<file path="config.mk">
export PLATFORM = sky130hd
export DESIGN_NAME = hc595_serial_tx_flat
export DESIGN_NICKNAME = d
export VERILOG_FILES = /design/src/rtl/hc595_serial_tx_if.sv /design/src/rtl/hc595_serial_tx.sv /design/src/flat_wrapper.sv
export SDC_FILE = /design/constraint.sdc
export NUM_CORES = 1
export LEC_CHECK = 0
export CAP_MARGIN = 0
export CELL_PAD_IN_SITES_DETAIL_PLACEMENT = 1
export CELL_PAD_IN_SITES_GLOBAL_PLACEMENT = 1
export CORE_MARGIN = 5
export CORE_UTILIZATION = 43
export CTS_BUF_LIST = sky130_fd_sc_hd__clkbuf_16
export DETAILED_ROUTE_END_ITERATION = 7
export GPL_ROUTABILITY_DRIVEN = 0
export MAX_ROUTING_LAYER = met4
export PLACE_DENSITY_LB_ADDON = 0.1
export SLEW_MARGIN = 10
export SYNTH_ARGS = -nofsm -noshare
export SYNTH_HDL_FRONTEND = slang
export SYNTH_SLANG_ARGS = --single-unit
</file>
<file path="constraint.sdc">
create_clock -name sys_clk -period 4.2 [get_ports sys_clk]
set_input_delay 0.42 -clock sys_clk [delete_from_list [all_inputs] [get_ports sys_clk]]
set_output_delay 0.42 -clock sys_clk [all_outputs]
set_load 0.01 [all_outputs]
</file>
<file path="src/rtl/hc595_serial_tx_if.sv">
// Upstream frame handshake into the 74HC595 serialiser.
interface hc595_serial_tx_if;
  logic [5:0] sel;
  logic [7:0] seg;
  logic       data_valid;
  logic       data_ready;

  modport master (output sel, output seg, output data_valid, input data_ready);
  modport slave  (input sel, input seg, input data_valid, output data_ready);
endinterface

</file>
<file path="src/rtl/hc595_serial_tx.sv">
// Serialises one {seg, sel} digit frame into two chained 74HC595s and
// pulses the storage latch; owns the stcp/shcp/ds/oe pins.
module hc595_serial_tx #(
  parameter int unsigned SHCP_HALF = 2,
  parameter int unsigned LATCH_CYC = 2
) (
  input  logic               sys_clk,
  input  logic               sys_rst_n,
  hc595_serial_tx_if.slave   up,
  output logic               stcp,
  output logic               shcp,
  output logic               ds,
  output logic               oe
);

  localparam int unsigned PERIOD  = 2 * SHCP_HALF;
  localparam int unsigned PH_W    = (PERIOD > 1) ? $clog2(PERIOD) : 1;
  localparam int unsigned LC_W    = (LATCH_CYC > 1) ? $clog2(LATCH_CYC) : 1;
  localparam int unsigned FRAME_W = 14;
  localparam int unsigned BIT_W   = 4;

  typedef enum logic [1:0] {IDLE, SHIFT, LATCH} state_e;

  state_e                 state_q, state_d;
  // Bits still to be sent after the one currently on ds; ds itself holds the live bit.
  logic [FRAME_W-2:0]     shift_q, shift_d;
  logic [BIT_W-1:0]       bit_cnt_q, bit_cnt_d;
  logic [PH_W-1:0]        phase_q, phase_d;
  logic [LC_W-1:0]        lat_cnt_q, lat_cnt_d;
  logic                   ready_q, ready_d;
  logic                   stcp_q, stcp_d;
  logic                   shcp_q, shcp_d;
  logic                   ds_q, ds_d;
  logic                   oe_q, oe_d;

  // State and output registers with synchronous active-low reset.
  always_ff @(posedge sys_clk) begin
    if (!sys_rst_n) begin
      state_q   <= IDLE;
      shift_q   <= '0;
      bit_cnt_q <= '0;
      phase_q   <= '0;
      lat_cnt_q <= '0;
      ready_q   <= 1'b1;
      stcp_q    <= 1'b0;
      shcp_q    <= 1'b0;
      ds_q      <= 1'b0;
      oe_q      <= 1'b1;
    end else begin
      state_q   <= state_d;
      shift_q   <= shift_d;
      bit_cnt_q <= bit_cnt_d;
      phase_q   <= phase_d;
      lat_cnt_q <= lat_cnt_d;
      ready_q   <= ready_d;
      stcp_q    <= stcp_d;
      shcp_q    <= shcp_d;
      ds_q      <= ds_d;
      oe_q      <= oe_d;
    end
  end

  // Next-state: accept a frame, clock out 14 bits, then hold the latch pulse.
  always_comb begin
    state_d   = state_q;
    shift_d   = shift_q;
    bit_cnt_d = bit_cnt_q;
    phase_d   = phase_q;
    lat_cnt_d = lat_cnt_q;
    ready_d   = ready_q;
    stcp_d    = stcp_q;
    shcp_d    = shcp_q;
    ds_d      = ds_q;
    oe_d      = oe_q;

    case (state_q)
      IDLE: begin
        if (up.data_valid && ready_q) begin
          shift_d   = {up.seg, up.sel[5:1]};
          ds_d      = up.sel[0];
          shcp_d    = 1'b0;
          ready_d   = 1'b0;
          bit_cnt_d = '0;
          phase_d   = '0;
          state_d   = SHIFT;
        end
      end
      SHIFT: begin
        phase_d = phase_q + PH_W'(1);
        if (phase_q == PH_W'(SHCP_HALF - 1)) begin
          shcp_d = 1'b1;
        end
        if (phase_q == PH_W'(PERIOD - 1)) begin
          phase_d = '0;
          shcp_d  = 1'b0;
          if (bit_cnt_q == BIT_W'(FRAME_W - 1)) begin
            stcp_d    = 1'b1;
            lat_cnt_d = '0;
            state_d   = LATCH;
          end else begin
            bit_cnt_d = bit_cnt_q + BIT_W'(1);
            ds_d      = shift_q[0];
            shift_d   = shift_q >> 1;
          end
        end
      end
      LATCH: begin
        if (lat_cnt_q == LC_W'(LATCH_CYC - 1)) begin
          stcp_d  = 1'b0;
          ds_d    = 1'b0;
          ready_d = 1'b1;
          oe_d    = 1'b0;
          state_d = IDLE;
        end else begin
          lat_cnt_d = lat_cnt_q + LC_W'(1);
        end
      end
      default: state_d = IDLE;
    endcase
  end

  assign up.data_ready = ready_q;
  assign stcp          = stcp_q;
  assign shcp          = shcp_q;
  assign ds            = ds_q;
  assign oe            = oe_q;

endmodule

</file>
<file path="src/flat_wrapper.sv">
// flat-port wrapper written by rule: the top's interface ports become plain ports
module hc595_serial_tx_flat 
#(
  parameter int unsigned SHCP_HALF = 2,
  parameter int unsigned LATCH_CYC = 2
)
  (sys_clk, sys_rst_n, stcp, shcp, ds, oe, up_sel, up_seg, up_data_valid, up_data_ready);
  hc595_serial_tx_if up_i ();
  input  logic sys_clk;
  input  logic sys_rst_n;
  output logic stcp;
  output logic shcp;
  output logic ds;
  output logic oe;
  input wire logic [$bits(up_i.sel)-1:0] up_sel;
  input wire logic [$bits(up_i.seg)-1:0] up_seg;
  input wire logic [$bits(up_i.data_valid)-1:0] up_data_valid;
  output wire logic [$bits(up_i.data_ready)-1:0] up_data_ready;
  assign up_i.sel = up_sel;
  assign up_i.seg = up_seg;
  assign up_i.data_valid = up_data_valid;
  assign up_data_ready = up_i.data_ready;
  hc595_serial_tx #(.SHCP_HALF(SHCP_HALF), .LATCH_CYC(LATCH_CYC)) u_core (.sys_clk(sys_clk), .sys_rst_n(sys_rst_n), .up(up_i), .stcp(stcp), .shcp(shcp), .ds(ds), .oe(oe));
endmodule
</file>
==> impl_summary.txt, run 1 <==
----------------------------------------------------
[Status]
  Status ... finished clean

[Timing]
  Setup TNS ... 0 ns
  Final Hold Fails ... 0
  Finish-stage setup viols ... 0
  Least-Margin Pin Slew ... approximately 0.68 ns
  RSZ-0062 raised after global routing ... no
  Pins over their slew limit ... 0
  Final cycle utilization of the critical path ... a little over half
  Worst Hold Margin ... approximately 0.46 ns
  Clk_skew ... approximately 0.003 ns
  Relative slew margins ... ~55%
  Min Tclk post-route ... about 2.2 ns
  Highest clock rate ... between 0.4 and 0.5 GHz

[Placed design]
  Number of buffers added on ports ... 21
  Cell count after placement ... between 200 and 250
  Post-detailed-placement half-perimeter wirelength ... 2330 µm

[Yosys]
  Most used DFF post-synth ... sky130_fd_sc_hd__dfxtp_1
  Yosys warns ... 0
  Cell variety after synth ... 40
  Number of flops mapped to enable cells by yosys ... 0
  Syn Inst Count ... 150
  Fraction of synthesized cell area taken by the top area cell type ... between 30 and 40%
  Fraction of registers with async set or reset after synthesis ... 0%
  Synthesized flop and latch total ... 27
  Post-synthesis cell type with the largest combined area ... sky130_fd_sc_hd__dfxtp_1
  Average footprint of a synthesized cell ... around 9.3 µm²
  Post-synthesis instance area ... ~0.0014 mm²
  Syn nets ... about 180
  Largest cells by area after synthesis ... sky130_fd_sc_hd__dfxtp_1 (39%), sky130_fd_sc_hd__mux2i_1 (9.3%), sky130_fd_sc_hd__ha_1 (8.0%)
  Sequential area share after synthesis ... 38.6%

[Clock network]
  Root cell of the clock tree ... sky130_fd_sc_hd__clkbuf_16
  Clock buffers created by TritonCTS ... 3
  Clock insertion delay at the later pin of the skew report ... 0.26 ns
  Buffer depth of the longest clock path ... 2
  Post-cts sizing count ... 0
  Clock net sink count ... 27
  CTS tree ... done
  Post-CTS setup buffer count ... 0
  Level count of the clock H-tree ... 1
  Number of hold buffers added after CTS ... 0
  Post-CTS clock slew at the launch and capture registers of the worst setup and hold paths ... 0.07 ns

[Route]
  Antenna-violating nets left ... 0
  Number of iterations in the first detailed-routing pass ... 4
  Routed wire length ... between 3000 and 4000 µm
  DRC errors left ... 0
  Average detailed-routed wire length per instance ... approximately 15 µm
  Via total after detailed routing ... between 1000 and 1500
  Number of DRC markers after the initial detailed-route iteration ... 56
  Avg Vias per Cell ... roughly 5.4

[Die]
  Die Y-Extent ... roughly 67 µm
  Number of top-level pins ... 22
  Initial core utilization ... between 40 and 50%
  Core Area ... between 0.003 and 0.004 mm²
  Number of rows in the core area ... 20
  Floorplan die width ... between 60 and 70 µm
  Floorplan die area ... roughly 0.0045 mm²

[Power]
  Total internal power ... approximately 650 µW
  Total power ... between 1000 and 1500 µW
  Register share of total power ... ~37%
  Peak VDD IR ... roughly 0.31 mV
  Clock network fraction of total power ... between 20% and 30%
  Part of the total power dissipated in combinational logic ... 42.1%
  Fraction of power spent switching nets ... a little over a third
  Pwr dens ... about 600 mW/mm²
  Net switching power of the design ... approximately 370 µW
  Leakage power figure ... 0.000639 µW

[Setup path]
  Required time at the worst-slack endpoint ... between 4 and 5 ns
  Worst reg2reg path depth ... 7
  Worst reg2reg startpoint ... u_core.state_q[1]$_SDFFE_PN0P_
  Worst-path maximum fanout ... 28
  Type of the worst setup path ... reg2reg
  Reg-to-reg endpoint ... u_core.bit_cnt_q[0]$_SDFFE_PN0P_
  CP Cell Sequence ... inv_1 -> ha_1 -> buf_4 -> nor2b_2 -> or3_4 -> or4b_1 -> a31oi_1
  Critical path endpoint category ... register
  Flop2flop setup slack ... just under 2 ns
  Crit path buf inv count ... 2
  Crit path launch type ... register
  Arrival @ worst endpoint ... approximately 2.4 ns
  Top cell family by delay on the critical path ... simple AND/OR/NAND/NOR gates
  Crit-path max cell delay ... about 0.50 ns
  Slowest cell on crit path ... sky130_fd_sc_hd__or4b_1

[Min path]
  Hold Path Origin ... u_core.oe$_SDFFE_PN1P_
  Endpoint of the worst hold path ... u_core.oe$_SDFFE_PN1P_
  Worst Hold Path Cells ... 2
  Min-delay worst type ... reg2reg

[Global routing]
  Wire length of the first global-routing pass ... 5460 µm
  Overflow after GRT ... 0
  Global-route met3 utilization ... under 10%
  GR Util All Layers ... between 15 and 20%
  Met2 Usage GRT ... approximately 28%
  Pin count of the biggest net entering global routing ... 29
  Vias in the first global route ... ~1200
  Busiest grt layer ... met2
  Antenna violations before repair ... 0
  GRT met1 Usage ... 20.4%

[Finish]
  Count of placed standard cells in the final layout, fillers left out ... approximately 210
  Number of fill cells ... between 300 and 400
  Number of antenna repair diodes ... 0
  Area growth from synthesis to layout ... 21.7%
  Share of final-layout standard cells stronger than drive strength 1 ... under 10%
  Final #Nets ... 197

[Job]
  Count of maximum capacitance violations ... 0

----------------------------------------------------
==> power groups by stage <==
| stage | Sequential [µW] | Clock, µW | Combinational, µW |
|---|---|---|---|
| 2_1_floorplan | 374 | 0 | 347 |
| 3_3_place_gp | 379 | 0 | 414 |
| 3_5_place_dp | 383 | 0 | 432 |
| 4_1_cts | 377 | 220 | 439 |
| 5_1_grt | 388 | 233 | 480 |
| 6_report | 377 | 217 | 433 |
==> cell families (layout without fill, tap and decap cells) <==
| kind of cell | count (synthesis) | in the layout | synth area share (%) |
|---|---|---|---|
| buf+inv | 16 | 36 | 6.34 |
| flops | 27 | 27 | 38.6 |
| mux | 13 | 13 | 9.29 |
| xor+xnor | 1 | 1 | 0.625 |
| simple gates | 49 | 49 | 18.8 |
| fa+ha+maj | 9 | 9 | 8.04 |
| compound gates | 35 | 35 | 18.4 |
==> state kept, by name, indices dropped and copies added (netlist names) <==
register and cells:
u_core.up.data_ready 1, u_core.bit_cnt_q 4, u_core.state_q 2, u_core.shcp 1, u_core.oe 1, u_core.shift_q 13
u_core.ds 1, u_core.lat_cnt_q 1, u_core.phase_q 2, u_core.stcp 1
==> worst reg2reg max path: cells and delay by family, from the launching register on <==
kind                     cells  cell delay [ns]
buffers and inverters        2             0.34
AO/OA/AOI/OAI                1             0.16
AND/OR/NAND/NOR              3             1.09
adder cells (fa/ha/maj)      1             0.18
flip-flops                   1             0.38
==> layout by cell type, fill, tap and decap left out, types with 2 or more instances in the layout <==
cell	Yosys	layout
sky130_fd_sc_hd__a211oi_1	13	13
sky130_fd_sc_hd__a21oi_1	6	6
sky130_fd_sc_hd__a31oi_1	3	3
sky130_fd_sc_hd__buf_4	0	2
sky130_fd_sc_hd__clkbuf_16	0	3
sky130_fd_sc_hd__clkdlybuf4s50_1	0	21
sky130_fd_sc_hd__dfxtp_1	27	27
sky130_fd_sc_hd__ha_1	9	9
sky130_fd_sc_hd__inv_1	9	10
sky130_fd_sc_hd__mux2i_1	13	13
sky130_fd_sc_hd__nand2_1	7	7
sky130_fd_sc_hd__nand3_1	3	3
sky130_fd_sc_hd__nor2_1	21	21
sky130_fd_sc_hd__nor2b_1	2	2
sky130_fd_sc_hd__nor3_1	4	4
sky130_fd_sc_hd__o21ai_0	2	2
sky130_fd_sc_hd__o22ai_1	2	2
==> cells in the mapped netlist (all sizes together), types with 4 or more instances <==
cell / number
nor2: 22
ha: 9
dfxtp: 27
nand2: 7
clkbuf: 5
nor3: 4
mux2i: 13
a21oi: 6
a211oi: 13
inv: 9
==> final cells by class <==
| type | count | area, µm² | share of cell area, % |
|---|---|---|---|
| Tap cell | 44 | 55.1 | 3.23 |
| Sequential cell | 27 | 541 | 31.7 |
| Inverter | 9 | 33.8 | 1.98 |
| Clock buffer | 3 | 75.1 | 4.40 |
| Multi-Input combinational cell | 107 | 772 | 45.3 |
| Timing Repair Buffer | 23 | 225 | 13.2 |
| Clock inverter | 1 | 3.75 | 0.220 |
==> metrics by stage <==
| step | worst slack (ns) | util (%) | area (µm²) |
|---|---|---|---|
| final | 1.97 | 55.4 | 1710 |
| after global routing | 1.88 | 55.4 | 1710 |
| after CTS | 1.96 | 55.4 | 1710 |
| after detailed placement | 1.93 | 52.8 | 1630 |
| after global placement | 1.96 | 52.8 | 1630 |
| after floorplan | 2.24 | - | 1400 |
==> worst max path at each step <==
| stage | startpoint | to | slack (ns) | cells after the start |
|---|---|---|---|---|
| 3_5_place_dp | up_data_valid | u_core.bit_cnt_q[0]$_SDFFE_PN0P_ | 1.93 | 5 |
| 4_1_cts | u_core.state_q[1]$_SDFFE_PN0P_ | u_core.bit_cnt_q[0]$_SDFFE_PN0P_ | 1.96 | 7 |
| 5_1_grt | u_core.state_q[1]$_SDFFE_PN0P_ | u_core.bit_cnt_q[0]$_SDFFE_PN0P_ | 1.88 | 7 |
| 3_3_place_gp | up_data_valid | u_core.bit_cnt_q[0]$_SDFFE_PN0P_ | 1.96 | 5 |
| 6_report | u_core.state_q[1]$_SDFFE_PN0P_ | u_core.bit_cnt_q[0]$_SDFFE_PN0P_ | 1.97 | 7 |
| 2_1_floorplan | u_core.state_q[0]$_SDFFE_PN0P_ | u_core.bit_cnt_q[0]$_SDFFE_PN0P_ | 2.24 | 6 |
==> metal layers <==
metal / vias to the layer above / share of wire, %
met2: 16 / 49
li1: 576 / -
met5: - / 0
met1: 555 / 48
met4: 0 / 0.96
met3: 4 / 2.1
Note: power is estimated with default switching activity, not from simulation.
==> inputs of run 2 (changes only) <==
--- a/config.mk
+++ b/config.mk
@@ -9,7 +9,7 @@
 export CELL_PAD_IN_SITES_DETAIL_PLACEMENT = 1
 export CELL_PAD_IN_SITES_GLOBAL_PLACEMENT = 1
 export CORE_MARGIN = 5
-export CORE_UTILIZATION = 43
+export CORE_UTILIZATION = 36
 export CTS_BUF_LIST = sky130_fd_sc_hd__clkbuf_16
 export DETAILED_ROUTE_END_ITERATION = 7
 export GPL_ROUTABILITY_DRIVEN = 0
==> constraint.sdc (replaced) <==
create_clock -name sys_clk -period 2 [get_ports sys_clk]
set_input_delay 0.2 -clock sys_clk [delete_from_list [all_inputs] [get_ports sys_clk]]
set_output_delay 0.2 -clock sys_clk [all_outputs]
set_load 0.01 [all_outputs]
==> impl_summary.txt, run 2 (synthesis gave the netlist of run 1 again) <==
----------------------------------------------------
[Route]
  DRC errors left ... 0
  Number of iterations in the first detailed-routing pass ... 3
  Routed wire length ... around 3800 µm
  Via total after detailed routing ... around 1200
  Average detailed-routed wire length per instance ... around 16 µm
  Avg Vias per Cell ... about 5.3
  Number of DRC markers after the initial detailed-route iteration ... 43
  Antenna-violating nets left ... 0

[Timing]
  Finish-stage setup viols ... 0
  Final Hold Fails ... 0
  Pins over their slew limit ... 0
  Final cycle utilization of the critical path ... 97.6%
  Worst Hold Margin ... roughly 0.46 ns
  Clk_skew ... approximately 0.0032 ns
  Highest clock rate ... 0.512 GHz
  Least-Margin Pin Slew ... 0.348 ns
  Min Tclk post-route ... 1.95 ns
  Relative slew margins ... between 70% and 80%

[Placed design]
  Cell count after placement ... 223
  Post-detailed-placement half-perimeter wirelength ... ~2500 µm
  Cell area after placement ... 0.00171 mm²
  Number of buffers added on ports ... 21

[Setup path]
  Flop2flop setup slack ... approximately 0.047 ns
  Worst reg2reg path depth ... 10
  Required time at the worst-slack endpoint ... 2.18 ns
  Worst reg2reg startpoint ... u_core.state_q[0]$_SDFFE_PN0P_
  Critical path endpoint category ... register
  Reg-to-reg endpoint ... u_core.shift_q[2]$_SDFFE_PN0P_
  Worst-path maximum fanout ... 7
  Crit path launch type ... register
  Arrival @ worst endpoint ... roughly 2.1 ns
  Type of the worst setup path ... reg2reg

[Die]
  Number of rows in the core area ... 22
  Floorplan die width ... between 70 and 80 µm
  Initial core utilization ... 37.7%
  Die Y-Extent ... 72.4 µm
  Floorplan die area ... ~0.0052 mm²
  Number of top-level pins ... 22
  Core Area ... ~0.0037 mm²

[Finish]
  Register bank with the most flops ... u_core.shift_q
  Final standard cell area without fillers ... around 0.0019 mm²
  Number of antenna repair diodes ... 0
  Number of fill cells ... 433
  Largest registers ranked by flip-flop count ... u_core.shift_q (13), u_core.bit_cnt_q (4)
  Share of final-layout standard cells stronger than drive strength 1 ... between 10% and 20%
  Max reg flops ... 13
  Most used cells in the layout excluding fill and tap cells ... sky130_fd_sc_hd__dfxtp_1 (25), sky130_fd_sc_hd__nor2_1 (21), sky130_fd_sc_hd__clkdlybuf4s50_1 (21), sky130_fd_sc_hd__buf_4 (15), sky130_fd_sc_hd__mux2i_1 (13)
  Final #Nets ... around 210
  Area growth from synthesis to layout ... 36.7%
  Most common cell after layout, fill and taps aside ... sky130_fd_sc_hd__dfxtp_1
  Count of placed standard cells in the final layout, fillers left out ... between 200 and 250

[Global routing]
  Vias in the first global route ... between 1000 and 1500
  Pin count of the biggest net entering global routing ... 16
  Antenna violations before repair ... 0
  Overflow after GRT ... 0
  Wire length of the first global-routing pass ... 6340 µm
  GR Util All Layers ... about 16%

[Power]
  Pwr dens ... around 1400 mW/mm²
  Peak VDD IR ... between 0.6 and 0.7 mV
  Leakage power figure ... 0.000747 µW

[Status]
  Status ... finished clean

[Job]
  Count of maximum capacitance violations ... 0

[Clock network]
  Root cell of the clock tree ... sky130_fd_sc_hd__clkbuf_16
  Clock net sink count ... 27
  Clock buffers created by TritonCTS ... 3
  Clock insertion delay at the later pin of the skew report ... approximately 0.27 ns
  Post-CTS clock slew at the launch and capture registers of the worst setup and hold paths ... approximately 0.070 ns
  Number of hold buffers added after CTS ... 0
  CTS tree ... done
  Buffer depth of the longest clock path ... 2
  Level count of the clock H-tree ... 1

[Min path]
  Endpoint of the worst hold path ... u_core.oe$_SDFFE_PN1P_
  Hold Path Origin ... u_core.oe$_SDFFE_PN1P_
  Worst Hold Path Cells ... 2
  Min-delay worst type ... reg2reg

----------------------------------------------------
==> run 2: cell count changes in the layout (fill, tap and decap cells not counted), sizes merged <==
| cell | change |
|---|---|
| buf | +15 |
| bufbuf | +1 |
| clkbuf | +1 |
| inv | -1 |
| clkinv | +1 |
==> run 2: cell type report <==
| type | instances | area, µm² | share of cell area [%] |
|---|---|---|---|
| multi-input cells | 107 | 787 | 41.1 |
| flip-flops and latches | 27 | 543 | 28.3 |
| repair buffers | 40 | 412 | 21.5 |
| clock buffers | 3 | 75.1 | 3.92 |
| well taps | 48 | 60.1 | 3.14 |
| inverters | 9 | 33.8 | 1.76 |
| clock inverters | 1 | 5.00 | 0.261 |
==> run 2: power breakdown <==
group | total, µW | internal [µW] | switching, µW | leakage [µW]
clock | 472 | 271 | 201 | 0.0000409
combinational | 1350 | 742 | 611 | 0.000484
sequential | 795 | 697 | 98.7 | 0.000222
==> run 2: metal layers <==
layer  global-route usage, %  up-vias  wire length [µm]
li1                        -      610                 -
met1                    18.2      604              1650
met2                    28.9       18              2020
met3                    2.35        5               100
met4                    4.92        0                44
met5                       -        -                 0
==> run 2: repair_timing <==
item / CTS / global route
resized for setup: 2 / 6
setup endpoints to repair: 1 / 14
setup buffers: 2 / 4
pin swaps: 1 / 3
gates cloned: 2 / 0
==> run 2: worst max path at each step <==
stage / startpoint / endpoint / slack, ns / cells past startpoint
floorplan: u_core.state_q[0]$_SDFFE_PN0P_ / u_core.bit_cnt_q[0]$_SDFFE_PN0P_ / 0.04 / 6
global placement: up_data_valid / u_core.bit_cnt_q[0]$_SDFFE_PN0P_ / 0.08 / 5
detailed placement: u_core.state_q[1]$_SDFFE_PN0P_ / u_core.bit_cnt_q[0]$_SDFFE_PN0P_ / 0.04 / 6
CTS: u_core.state_q[0]$_SDFFE_PN0P_ / u_core.shift_q[0]$_SDFFE_PN0P_ / 0.03 / 8
global route: u_core.state_q[1]$_SDFFE_PN0P_ / u_core.shift_q[8]$_SDFFE_PN0P_ / -0.05 / 11
finish: u_core.state_q[0]$_SDFFE_PN0P_ / u_core.shift_q[2]$_SDFFE_PN0P_ / 0.05 / 10
==> run 2: through the flow <==
| stage | setup WS, ns | utilization [%] | setup TNS [ns] | power, µW |
|---|---|---|---|---|
| final | 0.0474 | 51.5 | 0 | 2620 |
| after global routing | -0.0501 | 51.5 | -0.210 | 2790 |
| after CTS | 0.0334 | 50.5 | 0 | 2580 |
| after detailed placement | 0.0415 | 46.1 | 0 | 1860 |
| after global placement | 0.0810 | 46.1 | 0 | 1820 |
| after floorplan | 0.0367 | - | 0 | 1510 |
==> run 2: critical path, cell delays in order, from the launching register on <==
cell and delay, ns:
sky130_fd_sc_hd__dfxtp_2 0.34, sky130_fd_sc_hd__buf_4 0.13, sky130_fd_sc_hd__ha_2 0.21, sky130_fd_sc_hd__nor2b_2 0.16, sky130_fd_sc_hd__buf_4 0.15, sky130_fd_sc_hd__nor4_4 0.20, sky130_fd_sc_hd__buf_4 0.19, sky130_fd_sc_hd__buf_4 0.13
sky130_fd_sc_hd__buf_12 0.11, sky130_fd_sc_hd__nor2_1 0.04, sky130_fd_sc_hd__a211oi_1 0.20
